$ cat src/rtl/exu_flush_ctrl.sv
// Flush-stall controller for the EXU: merges per-source stall requests into one
// slot counter that advances once per instruction slot on a chosen cycle phase.
module exu_flush_ctrl #(
  parameter int unsigned CNT_W        = 4,
  parameter int unsigned UPDATE_PHASE = 4,
  parameter int unsigned NUM_SRC      = 3,
  parameter int unsigned REQ_W        = 2,
  parameter int unsigned STAT_W       = 16,
  localparam int unsigned SRC_W       = (NUM_SRC > 1) ? $clog2(NUM_SRC) : 1
) (
  input  logic                     hclk,
  input  logic                     hrst,
  input  logic [CNT_W-1:0]         cycle_cnt,
  input  logic [NUM_SRC*REQ_W-1:0] flush_req,
  input  logic                     flush_kill,
  output logic                     flush_stall,
  output logic [REQ_W-1:0]         slots_left,
  output logic                     flush_done,
  output logic [SRC_W-1:0]         flush_src,
  output logic [STAT_W-1:0]        flush_cnt
);

  logic [REQ_W-1:0]  rem_q, rem_d;
  logic              flush_stall_q, flush_stall_d;
  logic              flush_done_q, flush_done_d;
  logic [SRC_W-1:0]  flush_src_q, flush_src_d;
  logic [STAT_W-1:0] flush_cnt_q, flush_cnt_d;

  logic [REQ_W-1:0]  max_req;
  logic [SRC_W-1:0]  win;
  logic [REQ_W-1:0]  dec;
  logic              update;
  logic              accept;

  // Arbitration: strict greater-than keeps the lowest index on ties.
  always_comb begin
    max_req = '0;
    win     = '0;
    for (int unsigned i = 0; i < NUM_SRC; i++) begin
      if (flush_req[i*REQ_W +: REQ_W] > max_req) begin
        max_req = flush_req[i*REQ_W +: REQ_W];
        win     = SRC_W'(i);
      end
    end
  end

  always_comb begin
    dec           = (rem_q != '0) ? rem_q - REQ_W'(1) : '0;
    update        = (cycle_cnt == CNT_W'(UPDATE_PHASE)) && !flush_kill;
    accept        = update && (max_req > dec);

    rem_d         = rem_q;
    flush_src_d   = flush_src_q;
    flush_cnt_d   = flush_cnt_q;

    if (flush_kill) begin
      rem_d = '0;
    end else if (update) begin
      if (accept) begin
        rem_d       = max_req;
        flush_src_d = win;
        if (flush_cnt_q != {STAT_W{1'b1}}) begin
          flush_cnt_d = flush_cnt_q + STAT_W'(1);
        end
      end else begin
        rem_d = dec;
      end
    end

    flush_stall_d = (rem_d != '0);
    // Natural end only; a same-edge re-accept keeps rem_d nonzero so no pulse.
    flush_done_d  = update && (rem_q != '0) && (rem_d == '0);
  end

  always_ff @(posedge hclk or posedge hrst) begin
    if (hrst) begin
      rem_q         <= '0;
      flush_stall_q <= 1'b0;
      flush_done_q  <= 1'b0;
      flush_src_q   <= '0;
      flush_cnt_q   <= '0;
    end else begin
      rem_q         <= rem_d;
      flush_stall_q <= flush_stall_d;
      flush_done_q  <= flush_done_d;
      flush_src_q   <= flush_src_d;
      flush_cnt_q   <= flush_cnt_d;
    end
  end

  assign flush_stall = flush_stall_q;
  assign slots_left  = rem_q;
  assign flush_done  = flush_done_q;
  assign flush_src   = flush_src_q;
  assign flush_cnt   = flush_cnt_q;

endmodule

$ cat config.mk
export PLATFORM = sky130hd
export DESIGN_NAME = exu_flush_ctrl
export DESIGN_NICKNAME = d
export VERILOG_FILES = /design/src/rtl/exu_flush_ctrl.sv
export SDC_FILE = /design/constraint.sdc
export NUM_CORES = 1
export LEC_CHECK = 0
export BUFFER_PORTS_ARGS = -buffer_cell sky130_fd_sc_hd__buf_2
export CORE_UTILIZATION = 47
export CTS_BUF_LIST = sky130_fd_sc_hd__clkbuf_16
export DETAILED_ROUTE_END_ITERATION = 8
export PLACE_DENSITY = 0.85
export SYNTH_ARGS = -nofsm -noshare
export SYNTH_HDL_FRONTEND = slang
export SYNTH_SLANG_ARGS = --single-unit
$ cat constraint.sdc
create_clock -name hclk -period 2 [get_ports hclk]
set_input_delay 0.1 -clock hclk [delete_from_list [all_inputs] [get_ports hclk]]
set_output_delay 0.1 -clock hclk [all_outputs]
set_load 0.01 [all_outputs]
==> impl_metrics.ini, run 1 <==
[sta]
hold_viol = 13
slew_headroom_pct = 46.3
fin_hold_ws_ns = -0.0121
setup_viol = 22
fin_crit_sh_pct = 151
slew_viol_final = 0
fin_ws_ns = -1.01
final.min_clock_period_ns = 3.01
fin_skew_ns = 0.00656
fmax_ghz = 0.332
rsz0062_at_grt = true
max_slew.worst_pin.slew_ns = 0.805

[place]
dpl_worst_slack_ns = -1.50
hpwl_mm = 2.38
place_congestion = 0.851
io_buffer_count = 34
dpl_cell_area_um2 = 1820

[clock_network]
cts-buffers-inserted = 3
clockBufferDepth = 2
clk_latency_ns = 0.26
root_buffer = clkbuf_16
cts_tree = done
clock_sinks = 22
path_clk_slew_ns = 0.06
h-tree-depth = 1

[synthesis]
yosys-top-cells-area = dfrtp_1 (42%), ha_1 (8.5%), xnor2_1 (7.3%)
synth_top_area_cell = dfrtp_1
synth_top_area_share_pct = 41.7
synth_fp_nets = 148
yosys_warnings = 0
syn_inst = 126
synth_cell_types = 38
mappedNetlistArea_um2 = 1320
synth_flop_cell = dfrtp_1
syn_avg_cell_area_um2 = 10.5
synth_edf_count = 0
yosysSeqAreaShare_pct = 41.7
ys_ff_latch = 22
async_reset_ff_share_pct = 100

[pwr]
p_leak_nw = 1.05
max-vdd-ir-drop_mv = 0.716
power.net_switching_w = 0.000387
powerDensity_nw_per_um2 = 682
p_seq_share_pct = 34.5
pwr-share-comb_pct = 28.1
swShare_pct = 26.0
p_int_w = 0.00110
p_clk_share_pct = 37.4

[detailed_routing]
drt_wl_total_mm = 3.94
viasPerCell = 5.78
vias = 1307
drtIter0Drc = 23
wire_per_inst_um = 17.4
firstDrtPassIters = 4
drtAntennaViolNets = 0
drc = 0

[finish]
fillers = 129
nets = 219
area_delta_synth_final_pct = 65.0
final_area_um2 = 2180
drive_above_1_share_pct = 57.1
antenna_cells = 0

[floorplanning]
io_pins = 35
die_x_um = 55.0
start_util_pct = 51.5
fp.dieArea_um2 = 3030
core-area_um2 = 2570
placementRows = 18
fp.dieH_um = 55.0

[setup_path]
slowest_stage = or3b_4
crit_path_max_incr_delay_ns = 0.41
crit_chain = buf_8 -> inv_4 -> ha_4 -> or3b_4 -> a21oi_4 -> or2_4 -> ha_4 -> nor2b_4 -> nor3_4 -> o21bai_1 -> ha_2 -> and2b_2 -> o21ai_4 -> mux2_4 -> a211oi_4 -> o21bai_1
end_kind = register
cp_top_family = simple AND/OR/NAND/NOR gates
crit_path_start_kind = primary input
critPathArrivalTime_ns = 3.19
cp.required_ns = 2.18
cp_num_buf_inv = 2
path_max_fanout = 3
critical_path_class = in2reg

[run]
cap_violations = 0

[grt]
grt_pass1_vias = 1231
antenna_found_initial = 0
grt_util_all_layers_pct = 27.1
grt_pass1_wl_mm = 5.63
gr-total-overflow = 0
grt_max_degree = 23

[outcome]
status = finished with violations
failed_checks = hold timing, setup timing

[min_path]
hp-class = in2async
power by group through the flow:
stage	clock network, W	logic [W]	registers [W]
floorplan	0	0.000165	0.000542
global placement	0	0.000313	0.000517
detailed placement	0	0.000329	0.000519
CTS	0.000556	0.000369	0.000512
global route	0.000569	0.000445	0.000521
finish	0.000556	0.000417	0.000513
placed cells by master (no fill, tap or decap), types with 3 or more instances in the layout:
| cell | n |
|---|---|
| buf_2 | 31 |
| buf_4 | 26 |
| dfrtp_1 | 22 |
| xnor2_1 | 11 |
| inv_1 | 8 |
| nand3_1 | 8 |
| buf_6 | 8 |
| nand2_1 | 7 |
| nor2_1 | 5 |
| and3_1 | 4 |
| ha_1 | 4 |
| ha_4 | 4 |
| mux2_4 | 3 |
| xor2_1 | 3 |
| clkbuf_16 | 3 |
layer usage:
metal	up-vias	global-route usage (%)	wire, um
met1	641	26.8	1390
li1	592	-	-
met4	0	18.3	231
met3	22	1.64	108
met2	52	53.2	2220
met5	-	0	0
repair_timing:
item | in CTS | in global routing
hold buffers | 0 | 0
gates cloned | 0 | 0
pin swaps | 17 | 7
endpoints found under the hold margin | 0 | 0
setup endpoints to repair | 22 | 22
gates resized for setup | 31 | 9
setup buffers | 5 | 7
path summary, 6_finish.rpt:
kind                                from  slack [ns]  cells after the start       endpoint
max                         flush_req[2]       -1.01                     16    flush_stall
max in group asynchronous           hrst        1.50                      2   flush_cnt[9]
min                                 hrst       -0.01                      2   flush_cnt[1]
min in group hclk             flush_kill        0.11                      2  slots_left[1]
max reg2reg                slots_left[0]       -0.16                      8    flush_stall
min reg2reg                 flush_cnt[5]        0.49                      1   flush_cnt[5]
registers in the layout, summed over array words and instances (netlist names):
register and flops:
flush_cnt 16, flush_done 1, flush_src 2, flush_stall 1, slots_left 2
cell type report:
cell class                 count  area, um2  area share [%]
timing repair buffer          66        455            20.9
inverter                      11       46.3            2.12
tap                           30       37.5            1.72
clock buffer                   3       75.1            3.44
sequential                    22        551            25.3
clock inverter                 1       30.0            1.38
multi-input combinational     93        985            45.2
cells in the mapped netlist (all sizes together) (2+ instances only):
cell type / number
nor3: 4
a311oi: 2
inv: 11
nand3: 10
and3: 4
nand2: 9
xor2: 3
and4: 2
xnor2: 11
a21oi: 4
mux2: 3
a211oi: 2
o21bai: 2
dfrtp: 22
nor2: 6
ha: 9
through the flow:
| stage | hold WS [ns] | std cells | util, % | setup TNS, ns | power, W |
|---|---|---|---|---|---|
| after floorplan | 0.0892 | 126 | - | -17.37 | 0.000708 |
| after global placement | 0.276 | 211 | 70.8 | -22.42 | 0.000830 |
| after detailed placement | 0.298 | 211 | 70.8 | -25.71 | 0.000849 |
| after CTS | 0.0276 | 220 | 81.6 | -17.94 | 0.00144 |
| after global routing | 0.0818 | 226 | 84.9 | -22.42 | 0.00153 |
| final | -0.0121 | 226 | 84.9 | -19.68 | 0.00149 |
cell families (layout without fill, tap and decap cells):
group | count (synthesis) | count (layout) | synth area share, %
and+or+nand+nor | 47 | 47 | 20.6
muxes | 4 | 4 | 3.31
DFF | 22 | 22 | 41.7
AOI/OAI and AO/OA | 19 | 19 | 13.5
buffers and inverters | 11 | 81 | 3.13
adders and majority gates | 9 | 9 | 8.52
xor gates and xnor gates | 14 | 14 | 9.28
Note: power is estimated with default switching activity, not from simulation.
==> run 2: changes to the inputs <==
--- a/config.mk
+++ b/config.mk
@@ -6,10 +6,10 @@
 export NUM_CORES = 1
 export LEC_CHECK = 0
 export BUFFER_PORTS_ARGS = -buffer_cell sky130_fd_sc_hd__buf_2
-export CORE_UTILIZATION = 47
+export CORE_UTILIZATION = 40
 export CTS_BUF_LIST = sky130_fd_sc_hd__clkbuf_16
 export DETAILED_ROUTE_END_ITERATION = 8
-export PLACE_DENSITY = 0.85
+export PLACE_DENSITY = 0.76
 export SYNTH_ARGS = -nofsm -noshare
 export SYNTH_HDL_FRONTEND = slang
 export SYNTH_SLANG_ARGS = --single-unit
==> constraint.sdc (replaced) <==
create_clock -name hclk -period 2 [get_ports hclk]
set_input_delay 0.2 -clock hclk [delete_from_list [all_inputs] [get_ports hclk]]
set_output_delay 0.2 -clock hclk [all_outputs]
set_load 0.01 [all_outputs]
==> run 2 against run 1 <==
The run ends with setup timing left. Non-clock buffer count rose by 4. Hold slack improved by 0.10 ns. Critical path type unchanged. Final cell count rose by 8.0%. Routed wire length fell by 12%. Clock skew fell by 0.0055 ns.
==> impl_metrics.ini, run 2 (same netlist as run 1, synthesis figures left out) <==
[clock_network]
path_clk_slew_ns = 0.05
cts_tree = done
clock_sinks = 22
cts-buffers-inserted = 3
root_buffer = clkbuf_16
clk_latency_ns = 0.25
h-tree-depth = 1
clockBufferDepth = 2

[min_path]
hp-class = in2async

[detailed_routing]
firstDrtPassIters = 4
dr_wl_met2_mm = 1.93
wl_met1_mm = 1.36
drtAntennaViolNets = 0
routed.top_layer = met4
viasPerCell = 5.15
drtIter0Drc = 48
wire_per_inst_um = 14.3
drt_wl_total_mm = 3.48
vias = 1256
drc = 0
wl_met3_um = 110

[sta]
fin_skew_ns = 0.00107
fin_hold_ws_ns = 0.0894
slew_viol_final = 0
rsz0062_at_grt = true
final.min_clock_period_ns = 3.06
setup_viol = 22
slew_headroom_pct = 47.1
tns_ns = -21.32
fmax_ghz = 0.326
hold_viol = 0
max_slew.worst_pin.slew_ns = 0.792
fin_crit_sh_pct = 153
fin_ws_ns = -1.06

[place]
io_buffer_count = 34
dpl_worst_slack_ns = -1.47
place_congestion = 0.840
place_inst = 222
hpwl_mm = 2.27

[floorplanning]
fp.dieH_um = 59.5
placementRows = 20
die_x_um = 59.5
core-area_um2 = 3100
start_util_pct = 42.6
fp.dieArea_um2 = 3540
io_pins = 35

[finish]
nets = 223
drive_above_1_share_pct = 57.5
finalNonFillerCells = 244
final_common_cell = buf_4
fillers = 223
ff_latch_area_um2 = 551
largest_reg_flops = 16
final_cell_mix = buf_4 (33), buf_2 (30), dfrtp_1 (22), xnor2_1 (10)
multi_input_area_um2 = 971
antenna_cells = 0
area_delta_synth_final_pct = 66.1

[grt]
gr-total-overflow = 0
grt_max_degree = 23
grt_pass1_vias = 1327
grt_pass1_wl_mm = 5.73
antenna_found_initial = 0
grt_util_all_layers_pct = 21.7

[pwr]
p_leak_nw = 1.07
powerDensity_nw_per_um2 = 618
max-vdd-ir-drop_mv = 0.418

[setup_path]
slowest_stage = a2111oi_4
end_kind = register
crit_path_max_incr_delay_ns = 0.50
cp_top_family = simple AND/OR/NAND/NOR gates
critPathArrivalTime_ns = 3.20
crit_path_start_kind = primary input
cp_common_cell = ha_4
critical_path_class = in2reg
crit_chain = buf_6 -> inv_4 -> ha_4 -> mux2i_2 -> a311oi_2 -> or2_4 -> ha_4 -> nor2b_4 -> nor3_2 -> o21bai_1 -> ha_2 -> and2b_2 -> o2111ai_4 -> a2111oi_4 -> nand3_2 -> xnor2_2
cp_num_buf_inv = 2
path_max_fanout = 4
cp.required_ns = 2.14

[run]
cap_violations = 0

[outcome]
failed_checks = setup timing
status = finished with violations
==> run 2: cell count changes in the layout (fill, tap and decap cells not counted), sizes merged <==
cell    previous run  this run
buf               66        70
bufinv             1         0
clkinv             0         1
==> run 2: path summary, 6_finish.rpt <==
path	startpoint	end	slack [ns]	cells after the start
setup / recovery	flush_req[1]	flush_cnt[15]	-1.06	16
hold / removal	hrst	flush_src[0]	0.09	2
setup reg to reg	slots_left[0]	flush_cnt[15]	-0.09	8
hold reg to reg	flush_cnt[5]	flush_cnt[5]	0.48	1
max in group asynchronous	hrst	flush_cnt[11]	1.42	2
min in group hclk	flush_kill	slots_left[1]	0.19	2
==> run 2: per-stage QoR <==
stage	utilization, %	instance area [um2]	total power (W)
2_1_floorplan	-	1450	0.000708
4_1_cts	68.1	2110	0.00134
6_report	70.7	2190	0.00136
3_5_place_dp	58.8	1820	0.000849
3_3_place_gp	58.8	1820	0.000833
5_1_grt	70.7	2190	0.00142
==> run 2: area by class of cell <==
class                   count  area share [%]
multi-input cells          93            44.2
inverters                  11            2.11
repair buffers             70            22.5
clock buffers               3            3.42
well taps                  44            2.51
flip-flops and latches     22            25.1
clock inverters             1           0.171
==> run 2: power breakdown <==
part / leakage (nW) / switching, W / internal, W / total [W]
registers: 0.301 / 0.0000313 / 0.000484 / 0.000515
clock network: 0.0385 / 0.000147 / 0.000266 / 0.000413
logic: 0.726 / 0.000193 / 0.000235 / 0.000428
==> run 2: timing repair <==
action | CTS | global route
buffers inserted | 13 | 6
resized for setup | 27 | 10
endpoints found under the hold margin | 0 | 0
pin swaps | 22 | 16
setup endpoints to repair | 22 | 22
hold buffers | 0 | 0
==> run 2: layer usage <==
| metal | vias up | global-route usage (%) |
|---|---|---|
| met5 | - | 0 |
| met4 | 0 | 9.86 |
| met3 | 9 | 2.84 |
| met2 | 36 | 41.4 |
| met1 | 612 | 23.4 |
| li1 | 599 | - |
